## config.mk

```make
export PLATFORM = sky130hd
export DESIGN_NAME = heat_row_painter
export DESIGN_NICKNAME = d
export VERILOG_FILES = /design/src/rtl/heat_row_painter.sv
export SDC_FILE = /design/constraint.sdc
export NUM_CORES = 1
export LEC_CHECK = 0
export CAP_MARGIN = 20
export CORE_MARGIN = 2
export CORE_UTILIZATION = 60
export CTS_CLUSTER_SIZE = 10
export DETAILED_ROUTE_END_ITERATION = 12
export PLACE_DENSITY = 0.83
export RECOVER_POWER = 25
export SYNTH_ARGS = -nofsm -noshare
export SYNTH_HDL_FRONTEND = slang
export SYNTH_SLANG_ARGS = --single-unit
```

## constraint.sdc

```tcl
create_clock -name clk_50 -period 3.6 [get_ports clk_50]
set_clock_uncertainty 0.05 [all_clocks]
set_input_delay 1.08 -clock clk_50 [delete_from_list [all_inputs] [get_ports clk_50]]
set_output_delay 1.08 -clock clk_50 [all_outputs]
set_load 0.02 [all_outputs]
```

## src/rtl/heat_row_painter.sv

```systemverilog
`timescale 1ns/1ps
// Purpose : collects one heat-map row of RGB332 cells and paints each cell as a SCALE x SCALE block into VGA pixel memory.
// Latency : the first pixel write appears 1 cycle after PAINT is entered, then one write per non-stalled cycle (SCALE*SCALE*GRID_W per row).
// Backpres: vga_busy holds the pending write and freezes the raster counters; comp_allow is withheld until the row is fully painted.
//
// Ports:
//   clk_50, reset          clock, async active-high reset
//   run                    level enable; gates issuing the next row request only
//   pix_data/pix_addr/pix_valid/row_done   colour stream from the producer
//   comp_allow             one-cycle request for the next row
//   vga_addr/vga_data/vga_we, vga_busy     pixel memory write port with stall
//   grid_row, frame_done   current grid row, end-of-frame pulse
// Optional: define HEAT_GRID_LINES_EN to draw the right/bottom pixel of every cell in black (cell outline).
module heat_row_painter #(
    parameter int GRID_W   = 64,
    parameter int GRID_H   = 64,
    parameter int SCALE    = 4,
    parameter int X_OFF    = 192,
    parameter int Y_OFF    = 112,
    parameter int SCREEN_W = 640,
    parameter int ADDR_W   = 19
) (
    input  logic              clk_50,
    input  logic              reset,
    input  logic              run,
    input  logic [7:0]        pix_data,
    input  logic [7:0]        pix_addr,
    input  logic              pix_valid,
    input  logic              row_done,
    output logic              comp_allow,
    output logic [ADDR_W-1:0] vga_addr,
    output logic [7:0]        vga_data,
    output logic              vga_we,
    input  logic              vga_busy,
    output logic [7:0]        grid_row,
    output logic              frame_done
);

    localparam int COL_W = (GRID_W > 1) ? $clog2(GRID_W) : 1;
    localparam int SX_W  = (SCALE > 1) ? $clog2(SCALE) : 1;

    typedef enum logic [2:0] {IDLE, REQ, COLLECT, PAINT, NEXT} state_t;

    state_t            state, state_nxt;
    logic [7:0]        row_buf [GRID_W];
    logic [COL_W-1:0]  col;
    logic [SX_W-1:0]   sx, sy;
    logic              all_issued;   // final pixel of the row has been put on the bus
    logic              issue;        // launch the write for the current counters
    logic              finish;       // last write accepted, leave PAINT
    logic              last_cell;
    logic              in_range;
    logic [ADDR_W-1:0] pix_lin;
    logic [7:0]        colour;

    assign in_range  = ({1'b0, pix_addr} < 9'(GRID_W));
    assign last_cell = (sx == SX_W'(SCALE - 1)) && (sy == SX_W'(SCALE - 1)) &&
                       (col == COL_W'(GRID_W - 1));

    // Full-width linearised screen address of the current raster pixel.
    assign pix_lin = (ADDR_W'(Y_OFF) + ADDR_W'(grid_row) * ADDR_W'(SCALE) + ADDR_W'(sy))
                     * ADDR_W'(SCREEN_W)
                     + ADDR_W'(X_OFF) + ADDR_W'(col) * ADDR_W'(SCALE) + ADDR_W'(sx);

`ifdef HEAT_GRID_LINES_EN
    assign colour = ((sx == SX_W'(SCALE - 1)) || (sy == SX_W'(SCALE - 1))) ? 8'b000_000_00
                                                                            : row_buf[col];
`else
    assign colour = row_buf[col];
`endif

    always_ff @(posedge clk_50 or posedge reset) begin
        if (reset) state <= IDLE;
        else       state <= state_nxt;
    end

    always_comb begin
        state_nxt = state;
        issue     = 1'b0;
        finish    = 1'b0;
        case (state)
            IDLE:    if (run) state_nxt = REQ;
            REQ:     state_nxt = COLLECT;
            COLLECT: if (row_done) state_nxt = PAINT;
            PAINT: begin
                if (!vga_busy) begin
                    if (all_issued) begin
                        finish    = 1'b1;
                        state_nxt = NEXT;
                    end else begin
                        issue = 1'b1;
                    end
                end
            end
            NEXT:    state_nxt = run ? REQ : IDLE;
            default: state_nxt = IDLE;
        endcase
    end

    // Row buffer has no reset; contents are only meaningful once collected.
    always_ff @(posedge clk_50) begin
        if (state == COLLECT && pix_valid && in_range)
            row_buf[pix_addr[COL_W-1:0]] <= pix_data;
    end

    always_ff @(posedge clk_50 or posedge reset) begin
        if (reset) begin
            comp_allow <= 1'b0;
            vga_we     <= 1'b0;
            vga_addr   <= '0;
            vga_data   <= '0;
            grid_row   <= '0;
            frame_done <= 1'b0;
            col        <= '0;
            sx         <= '0;
            sy         <= '0;
            all_issued <= 1'b0;
        end else begin
            comp_allow <= (state == REQ);
            frame_done <= 1'b0;

            if (state == NEXT) begin
                if (grid_row == 8'(GRID_H - 1)) begin
                    grid_row   <= '0;
                    frame_done <= 1'b1;
                end else begin
                    grid_row <= grid_row + 8'd1;
                end
            end

            if (state != PAINT) begin
                col        <= '0;
                sx         <= '0;
                sy         <= '0;
                all_issued <= 1'b0;
            end

            if (issue) begin
                vga_we   <= 1'b1;
                vga_addr <= pix_lin;
                vga_data <= colour;
                if (last_cell) all_issued <= 1'b1;
                // Raster: sx innermost, then col, then sy.
                if (sx == SX_W'(SCALE - 1)) begin
                    sx <= '0;
                    if (col == COL_W'(GRID_W - 1)) begin
                        col <= '0;
                        sy  <= sy + SX_W'(1);
                    end else begin
                        col <= col + COL_W'(1);
                    end
                end else begin
                    sx <= sx + SX_W'(1);
                end
            end else if (finish) begin
                vga_we <= 1'b0;
            end
        end
    end

endmodule

```

==> metrics.txt <==
Yosys top cell area share=67.59%; Pint=12.57 mW; Vias=12400; grt total ovfl=0; Post-Syn Area=22750 um2; Starting Density=60.67%; initial antenna violation count=0; Max Clk Rate=296.2 MHz; maximum vdd drop=0.5714 mV; crit-path max FO=7; CP Cell Sequence=nor3_1 -> or2_2 -> xnor2_1 -> ha_1 -> ha_1 -> or2_2 -> and4_1 -> a311oi_1 -> nand2_1 -> nor4_1 -> xnor2_1 -> o21ai_0; RePlAce Congestion=0.8612; met3 Track Usage GR=5.239%; final hold vios=0; CTS Sinks=564; Yosys warnings=0; Unique masters post-synth=50; maximum clock path buffer count=3; drc violations=0; min Tclk post-route=3.376 ns; drt via density=6.544; vias in the first global route=12600; clk root buf=clkbuf_16; WHS=0.4322 ns; sequential share of power=44.7%; worst min path class=reg -> reg; post_cts resized=0; 1st-pass router iterations=8; Clock power frac=35.1%; dpl ws=0.09067 ns; layout cell share with drive strength beyond 1=25.22%; clk_lat worst skew=0.58 ns; Die Ht=198.7 um; crit-path max cell delay=0.45 ns; post-route setup slack=0.2243 ns; antenna viol nets, final=0; io pins=60; setup TNS=0 ns; power density cells=640.7 nW/um2; Die X-Extent=198.7 um; Mean Syn Cell Area=19.44 um2; slowest stage cell on the critical path=dfrtp_1; Synth area leaders=edfxtp_1 (68%), mux4_2 (15%), dfrtp_1 (5.7%); Die Area=39480 um2; critical path type=reg -> reg; CTS tree=done; Logic pwr share=20.2%; Slew @ Worst Pin=1.662 ns; hpwl dp=33.01 mm; TritonCTS buffer count=67; r2r setup slk=0.22 ns; status=finished, violations left; Syn Nets=1220; Hold-fix buffers, CTS=0; EDFF count, synth=512; Clk pin slew, worst setup/hold paths=0.06 ns; asr flop ratio synth=9.220%; sequential area share after synthesis=73.32%; Tot GR Track Use=28.93%; Top Family by Delay on Critical Path=simple AND/OR/NAND/NOR gates; Placeable Area=37490 um2; post-CTS setup buffer count=0; # nets final=1413; final setup fails=0; RSZ-0062 raised after global routing=true; CP Data Arrival Time=3.78 ns; nature of the critical path startpoint=flip-flop; final WL=54.20 mm; cell taking the most area after synthesis=edfxtp_1; MaxCap Viol Count=3; Setup crit end kind=flip-flop; Sw Share=25.80%; dpl cells=1805; Routed WL per cell=28.60 um; Layout area overhead=16.23%; crit share post-route=93.77%; Pwr Total=16.94 mW; Psw=4.371 mW; Post-Syn Instances=1170; GR peak layer=met2; most common flop cell mapped by yosys=edfxtp_1; Pleak=8.795 nW; CP Buf/Inv Count=0; Port Buffer Count=59; H-tree depth=3; global-route wire length before repair=80.99 mm; initial DRC count=1315; row cnt=71; Max-slew headroom=-10.81%; FF+latch count, synth=564; met1 GRT Util=38.08%; GRT met2 Usage=48.89%; Final Non-Filler Cells=1895; Required @ worst endpoint=4.00 ns; pins over their slew limit=132; failing checks=capacitance limit, slew limit; largest net degree at the start of global routing=65; n_diodes=0
## worst register-to-register path, stage by stage, from the launching register on
cell	delay [ns]
dfrtp_1	0.45
nor3_1	0.11
or2_2	0.29
xnor2_1	0.22
ha_1	0.27
ha_1	0.31
or2_2	0.35
and4_1	0.22
a311oi_1	0.36
nand2_1	0.12
nor4_1	0.26
xnor2_1	0.16
o21ai_0	0.08
## logic make-up after synthesis
kind of cell,share of synthesized area (%)
simple gates,4.857
buf+inv,1.441
fa+ha+maj,1.606
flops,73.32
xor+xnor,0.9626
compound gates,1.958
mux,15.86
## cell usage in the layout, fill, tap and decap left out, types with 8 or more instances in the layout
master / netlist / layout
edfxtp_1: 512 / 512
mux4_2: 151 / 151
buf_4: 5 / 105
nor2_1: 97 / 97
clkbuf_16: 0 / 71
nand2_1: 70 / 70
clkdlybuf4s50_1: 0 / 50
dfrtp_1: 52 / 49
a21oi_1: 28 / 28
ha_1: 26 / 26
clkbuf_1: 20 / 23
o21ai_0: 18 / 18
mux2i_1: 18 / 18
nand3_1: 15 / 15
nor2b_1: 15 / 15
inv_1: 14 / 14
xnor2_1: 14 / 14
xor2_1: 11 / 11
nor3_1: 12 / 11
o22ai_1: 9 / 9
a211oi_1: 8 / 8
## Yosys cell counts (all sizes together), types with 2 or more instances
master,n
o22ai,9
or2,5
mux4,152
nand3,15
nor4,3
nor3b,3
nor4b,2
and4,2
xor2,11
nor3,12
or4,2
a311oi,2
mux2i,18
nor2b,15
xnor2,14
a211oi,8
nand3b,5
a21oi,28
o21ai,18
inv,14
nand2b,2
fa,2
edfxtp,512
nor2,97
or3,2
and3,4
ha,26
a31oi,2
and2,2
buf,30
dfrtp,52
nand2,70
clkbuf,20
## final timing paths
path                                             to                    start  cells past startpoint
setup / recovery           vga_addr[18]$_DFFE_PP0P_  grid_row[2]$_DFFE_PP0N_                     12
max in group asynchronous          col[2]$_DFF_PP0_                    reset                      2
hold reg to reg             vga_addr[0]$_DFFE_PP0P_  vga_addr[0]$_DFFE_PP0P_                      2
min in group asynchronous   vga_data[4]$_DFFE_PP0P_                    reset                      2
setup reg to reg           vga_addr[18]$_DFFE_PP0P_  grid_row[2]$_DFFE_PP0N_                     12
hold / removal              vga_addr[0]$_DFFE_PP0P_  vga_addr[0]$_DFFE_PP0P_                      2
## through the flow
step,area (um2),utilization [%]
after floorplan,22750,-
after global placement,24610,65.66
after detailed placement,24610,65.66
after CTS,26470,70.62
after global routing,26440,70.52
final,26440,70.52
## cell type report
cell class                      instances  area (um2)
Clock buffer                           84        1826
Clock inverter                          6       33.78
Fill cell                            2248       11050
Inverter                               14       52.55
Multi-Input combinational cell        542        5747
Sequential cell                       564       16690
Tap cell                              511       639.4
Timing Repair Buffer                  174        1451
## sequential cells by signal, indices dropped and copies added (netlist names)
| name | flops |
|---|---|
| all_issued | 1 |
| sx | 2 |
| vga_we | 1 |
| vga_addr | 19 |
| vga_data | 8 |
| grid_row | 8 |
| state | 3 |
| frame_done | 1 |
| col | 6 |
| sy | 2 |
| row_buf | 512 |
| comp_allow | 1 |
## power groups by stage
stage / sequential (mW) / combinational [mW] / clock [mW]
after floorplan: 7.52 / 2.45 / 0
after global placement: 7.69 / 3.32 / 0
after detailed placement: 7.70 / 3.39 / 0
after CTS: 7.57 / 3.44 / 6.01
after global routing: 7.59 / 3.58 / 6.26
final: 7.57 / 3.42 / 5.94
## metal layers
| metal | share of wire (%) | routed length, um | vias to the layer above |
|---|---|---|---|
| li1 | - | - | 5073 |
| met1 | 35 | 19130 | 6336 |
| met2 | 52 | 27930 | 844 |
| met3 | 9.5 | 5154 | 148 |
| met4 | 3.7 | 1980 | 0 |
| met5 | 0 | 0 | - |
Power figures use the tool's default switching activity.
